File: config.mk
export PLATFORM = sky130hd
export DESIGN_NAME = icache_refill
export DESIGN_NICKNAME = d
export VERILOG_FILES = /design/src/rtl/icache_refill.sv
export SDC_FILE = /design/constraint.sdc
export NUM_CORES = 1
export LEC_CHECK = 0
export ABC_AREA = 1
export CORE_ASPECT_RATIO = 0.9
export CORE_MARGIN = 1
export CORE_UTILIZATION = 50
export CTS_CLUSTER_DIAMETER = 40
export CTS_CLUSTER_SIZE = 16
export DETAILED_ROUTE_END_ITERATION = 16
export PLACE_DENSITY = 0.76
export SYNTH_ARGS = -nofsm -noshare
export SYNTH_HDL_FRONTEND = slang
export SYNTH_SLANG_ARGS = --single-unit
File: constraint.sdc
create_clock -name clk -period 5.1 [get_ports clk]
set_input_delay 1.275 -clock clk [delete_from_list [all_inputs] [get_ports clk]]
set_output_delay 1.275 -clock clk [all_outputs]
set_load 0.01 [all_outputs]
File: src/rtl/icache_refill.sv
// rtl/icache_refill.sv - icache miss-refill engine: four serial byte reads assembled into a little-endian fill word
// Optional combinational early-forward outputs bypassValid/bypassInst exist only when ICACHE_REFILL_BYPASS_EN is defined.
module icache_refill #(
    parameter int ADDR_W = 32
) (
    input  logic              clk,
    input  logic              rst,
    input  logic              rdy,
    input  logic              fetchEn,
    input  logic [ADDR_W-1:0] fetchAddr,
    input  logic              flush,
    input  logic [7:0]        mem_din,
    output logic [ADDR_W-1:0] mem_a,
    output logic              mem_re,
    output logic              addEn,
    output logic [31:0]       addInst,
    output logic [ADDR_W-1:0] addAddr,
`ifdef ICACHE_REFILL_BYPASS_EN
    output logic              busy,
    output logic              bypassValid,
    output logic [31:0]       bypassInst
`else
    output logic              busy
`endif
);

    typedef enum logic [1:0] {
        IDLE = 2'd0,
        READ = 2'd1,
        FILL = 2'd2
    } state_t;

    state_t            state;
    logic [2:0]        cnt;
    logic [ADDR_W-1:0] base;
    logic [7:0]        b0;
    logic [7:0]        b1;
    logic [7:0]        b2;

    assign busy = (state != IDLE);

`ifdef ICACHE_REFILL_BYPASS_EN
    // Last byte is forwarded straight from the RAM port, one cycle ahead of addEn.
    assign bypassValid = (state == READ) && (cnt == 3'd4) && rdy && !flush && rst;
    assign bypassInst  = {mem_din, b2, b1, b0};
`endif

    always_ff @(posedge clk) begin
        if (!rst) begin
            state   <= IDLE;
            cnt     <= 3'd0;
            base    <= '0;
            b0      <= 8'h00;
            b1      <= 8'h00;
            b2      <= 8'h00;
            mem_a   <= '0;
            mem_re  <= 1'b0;
            addEn   <= 1'b0;
            addInst <= 32'h0;
            addAddr <= '0;
        end else if (rdy) begin
            case (state)
                IDLE: begin
                    mem_re <= 1'b0;
                    if (fetchEn && !flush) begin
                        base   <= fetchAddr;
                        mem_a  <= fetchAddr;
                        mem_re <= 1'b1;
                        cnt    <= 3'd0;
                        state  <= READ;
                    end
                end
                READ: begin
                    if (flush) begin
                        mem_re <= 1'b0;
                        cnt    <= 3'd0;
                        state  <= IDLE;
                    end else if (cnt == 3'd4) begin
                        addInst <= {mem_din, b2, b1, b0};
                        addAddr <= base;
                        addEn   <= 1'b1;
                        cnt     <= 3'd0;
                        state   <= FILL;
                    end else begin
                        // mem_din always carries the byte for the address issued one cycle earlier
                        case (cnt)
                            3'd1:    b0 <= mem_din;
                            3'd2:    b1 <= mem_din;
                            3'd3:    b2 <= mem_din;
                            default: ;
                        endcase
                        if (cnt < 3'd3) begin
                            mem_a <= base + ADDR_W'(cnt) + ADDR_W'(1);
                        end else begin
                            mem_re <= 1'b0;
                        end
                        cnt <= cnt + 3'd1;
                    end
                end
                FILL: begin
                    // fetchEn is still the stale miss here; ignoring it avoids a duplicate refill
                    addEn <= 1'b0;
                    state <= IDLE;
                end
                default: begin
                    state <= IDLE;
                end
            endcase
        end
    end

endmodule

==> metrics.txt <==
status=finished with violations; failing checks=DRC; total power=2830 uW; grt ovf=0; Final setup viols=0; Slew @ Worst Pin=1.12 ns; Fin. Hold Viols=0; Synth Area in XOR/XNOR=0.382%; Filler cells=1229; final period demand of the worst path=3.26 ns; Synth Warn #=0; CTS Hold Buffers Added=0; share of cells above drive strength 1=6.35%; row count=40; Compound-Gate Fraction of Synth Area=20.3%; die height=113 um; unrepaired setup endpoints after global routing=no; Synth area leader=dfxtp_1; mapped cell area=6880 sq um; Remaining DRCs=9; maximum clock path buffer count=2; Final Max Tran Viols=0; core area=13400 sq um; CTS Sinks=159; Mapped Nets=1013; maxcap violations=0; worst min-delay path class=reg2reg; Power per Cell Area=319 nW/um^2; Yosys top cell area share=46.2%; Synth Area per Inst=7.17 sq um; num ports=144; Yosys reg bits=159; clk_skew=0.00624 ns; largest family of logic cells by synthesized area=simple AND/OR/NAND/NOR gates; vias in the first global route=6051; Die Footprint=14200 sq um; crit-path max FO=48; drt wl/cell=16.1 um; total track usage=29.2%; CP arrival=3.62 ns; Root Buffer=clkbuf_16; Clk pin slew, worst setup/hold paths=0.06 ns; Worst EP required=5.46 ns; clock latency on the worst-skew pair=0.43 ns; Layout area overhead=28.8%; drt via density=5.38; hold_ws=0.459 ns; Routed WL=20200 um; Fmax=0.307 GHz; Initial Utilization=51.3%; synth unique cells=32; Seq/Total Area, Yosys=46.2%; largest net degree at the start of global routing=131; commonest non-fill, non-tap cell in the layout=nor2_1; Post-DP HPWL=14000 um; routed via count=6748; Die W=126 um; CP Class=in2reg; htree depth=4; Synth Instances=960; RePlAce Congestion=0.972; CP Capture Type=flop; Final ANT Viol Nets=0; Peak VDD IR=0.234 mV; PostCTS Resize Cnt=0; Synth Area in Simple Gates=24.3%; initial DRC count=620; final setup TNS=0 ns; nets@finish=1130; leakage power=0.00319 uW; crit start category=input port; IO Port Bufs=143; number of buffers created by CTS=17; initial antenna violation count=0; most frequent cells in the layout=nor2_1 (186), dfxtp_1 (159), nand2_1 (153); CTS tree=built; ANT cells=0; mux share of post-synthesis cell area=0%; period utilisation layout=64.0%; first-pass GRT wire length=32100 um; DR pass1 iterations=11; adder-cell share of the synthesized area=1.56%; top cells by area in the synthesized netlist=dfxtp_1 (46%), nor2_1 (10%), nand2_1 (8.3%); postcts setup bufs=0; Slew HR=25.3%
final timing paths:
check                        endpoint  cells after the start  slack, ns                   from
max reg2reg  addAddr[15]$_SDFFE_PN0P_                      7       2.21  state[0]$_SDFFE_PN0P_
max            mem_a[19]$_SDFFE_PN0P_                      9       1.84                    rdy
min                b2[0]$_SDFFE_PN0P_                      2       0.46     b2[0]$_SDFFE_PN0P_
min reg2reg        b2[0]$_SDFFE_PN0P_                      2       0.46     b2[0]$_SDFFE_PN0P_
final cells by class:
type / count / area (sq um) / share of cell area, %
well taps: 168 / 210 / 2.37
multi-input cells: 686 / 3210 / 36.2
inverters: 66 / 248 / 2.79
repair buffers: 147 / 1460 / 16.4
flip-flops and latches: 159 / 3180 / 35.9
clock inverters: 10 / 115 / 1.30
clock buffers: 19 / 443 / 5.00
critical path, cell delays in order:
cell and delay [ns]:
clkdlybuf4s50_1 0.55, inv_1 0.11, nor2_1 0.16, nand2_2 0.11, inv_2 0.06, nand2_2 0.50
inv_2 0.51, o21ai_0 0.15, a21oi_1 0.18
logic make-up (layout without fill, tap and decap cells):
family,Yosys count,in the layout
DFF,159,159
and+or+nand+nor,405,405
adders and majority gates,8,8
AOI/OAI and AO/OA,270,270
buffers and inverters,115,242
xor gates and xnor gates,3,3
where the power goes:
part | switching [uW] | internal (uW) | leakage, uW
Sequential | 42.4 | 1280 | 0.00129
Combinational | 162 | 113 | 0.00164
Clock | 506 | 724 | 0.000267
cell usage after synthesis, drive strengths merged:
library cell  count
nand3b            4
a31oi             1
a211oi            1
o211a             1
dfxtp           159
fa                1
ha                7
a21oi           121
xor2              1
nand3            48
buf              21
inv              66
xnor2             2
nor3              1
o211ai            1
o21ai           145
clkbuf           28
nand2           159
nand4             3
nor2            190
state kept, by name (all words and copies together), names as in the netlist:
| name | count |
|---|---|
| addAddr | 32 |
| addInst | 32 |
| b2 | 8 |
| state | 2 |
| b0 | 8 |
| mem_a | 32 |
| cnt | 3 |
| addEn | 1 |
| base | 32 |
| b1 | 8 |
| mem_re | 1 |
routing by layer:
metal  GRT usage (%)  vias up  wire length (um)
met4            8.37        0               279
met5               0        -                 0
li1                -     3386                 -
met2            43.0      257              8700
met3            5.58       27              1350
met1            43.1     3078              9870
per-stage QoR:
stage               utilization (%)  std cells  area (sq um)  worst slack, ns
global route                   66.1       1255          8860             1.58
detailed placement             61.9       1226          8310             1.46
finish                         66.1       1255          8860             1.84
CTS                            66.1       1255          8860             1.87
floorplan                         -        960          6880             2.84
global placement               61.9       1226          8310             1.53
Note: power is estimated with default switching activity, not from simulation.
==> patch (same settings) <==
Reset style: asynchronous (`rst`), changed in one clocked block.
--- a/src/rtl/icache_refill.sv
+++ b/src/rtl/icache_refill.sv
@@ -45,7 +45,7 @@
     assign bypassInst  = {mem_din, b2, b1, b0};
 `endif
 
-    always_ff @(posedge clk) begin
+    always_ff @(posedge clk or negedge rst) begin
         if (!rst) begin
             state   <= IDLE;
             cnt     <= 3'd0;
Function: differs if rst is asserted again (counterexample within 4 cycles, from zero or initial values and one cycle with rst low); with rst held inactive, the same outputs for 4 cycles.
==> patch against the unedited design <==
- utilization rose by 0.92 points
- synthesized area up 6.0%
- wire length shrank 6.8%
- die area increased by 5.9%
- sequential cell count unchanged
- cell area grew 6.6%
- setup slack improved by 0.22 ns
Power is not compared: it rests on default switching activity, and its combinational part moved more than twofold at a synthesized area within 25%.
==> patch: results <==
group,metric,value,unit
final_layout,nFillCells,1128,
setup_path,worstReg2RegStart,"cnt[1]$_DFFE_PN0P_",
yosys,synth_common_cells,"nand2_1 (257), dfrtp_1 (159), nor2_1 (118)",
detailed_routing,drtIter0Drc,507,
status,status,"complete, no violations",
final_layout,clkbuf_count,21,
timing,hold_ws,0.480,ns
final_layout,nNonClkInverters,77,
yosys,synth_nets,924,
grt,grt_util_all_layers,0.271,
worst_hold_path,holdCritStartpoint,"b1[3]$_DFFE_PN0P_",
final_layout,seq_share,0.421,
detailed_routing,firstDrtPassIters,5,
timing,skew,0.00814,ns
yosys,synthesis.area,0.00730,mm2
final_layout,nNetsFinal,1057,
detailed_routing,wl_per_cell,15.6,um
timing,fmax,329,MHz
yosys,synthCells,871,
place,routabilityCongestion,0.977,
final_layout,buf_share,0.159,
setup_path,cp_max_fo,58,
worst_hold_path,holdPathEnd,"b1[3]$_DFFE_PN0P_",
final_layout,drive_gt1_frac,0.0777,
place,pre_cts_slack,1.59,ns
final_layout,multiInputGateArea,0.00287,mm2
yosys,async_flop_share,1.00,
final_layout,nFlopsAndLatches,159,
patch: cell count changes in the layout (fill, tap and decap cells not counted), sizes merged, moves of 3 or more:
cell / before / now
nand3b: 4 / 0
inv: 68 / 77
dfrtp: 0 / 159
mux2: 0 / 25
nand2: 159 / 258
nor3: 1 / 5
clkinv: 3 / 8
dfxtp: 159 / 0
o211ai: 1 / 4
nand3: 48 / 51
o21ai: 145 / 97
nor2: 190 / 119
a21oi: 121 / 27
patch: layer usage:
| metal | GRT usage | part of all wire |
|---|---|---|
| met2 | 0.416 | 0.45 |
| met3 | 0.0596 | 0.068 |
| met5 | 0 | 0 |
| met4 | 0.0800 | 0.011 |
| met1 | 0.387 | 0.47 |
patch: logic make-up (layout without fill, tap and decap cells):
group	after synthesis	in the layout	synth area share
mux	25	25	0.0386
compound gates	131	131	0.0972
buf+inv	110	256	0.0628
xor+xnor	3	3	0.00360
simple gates	435	435	0.238
flops	159	159	0.545
fa+ha+maj	8	8	0.0147
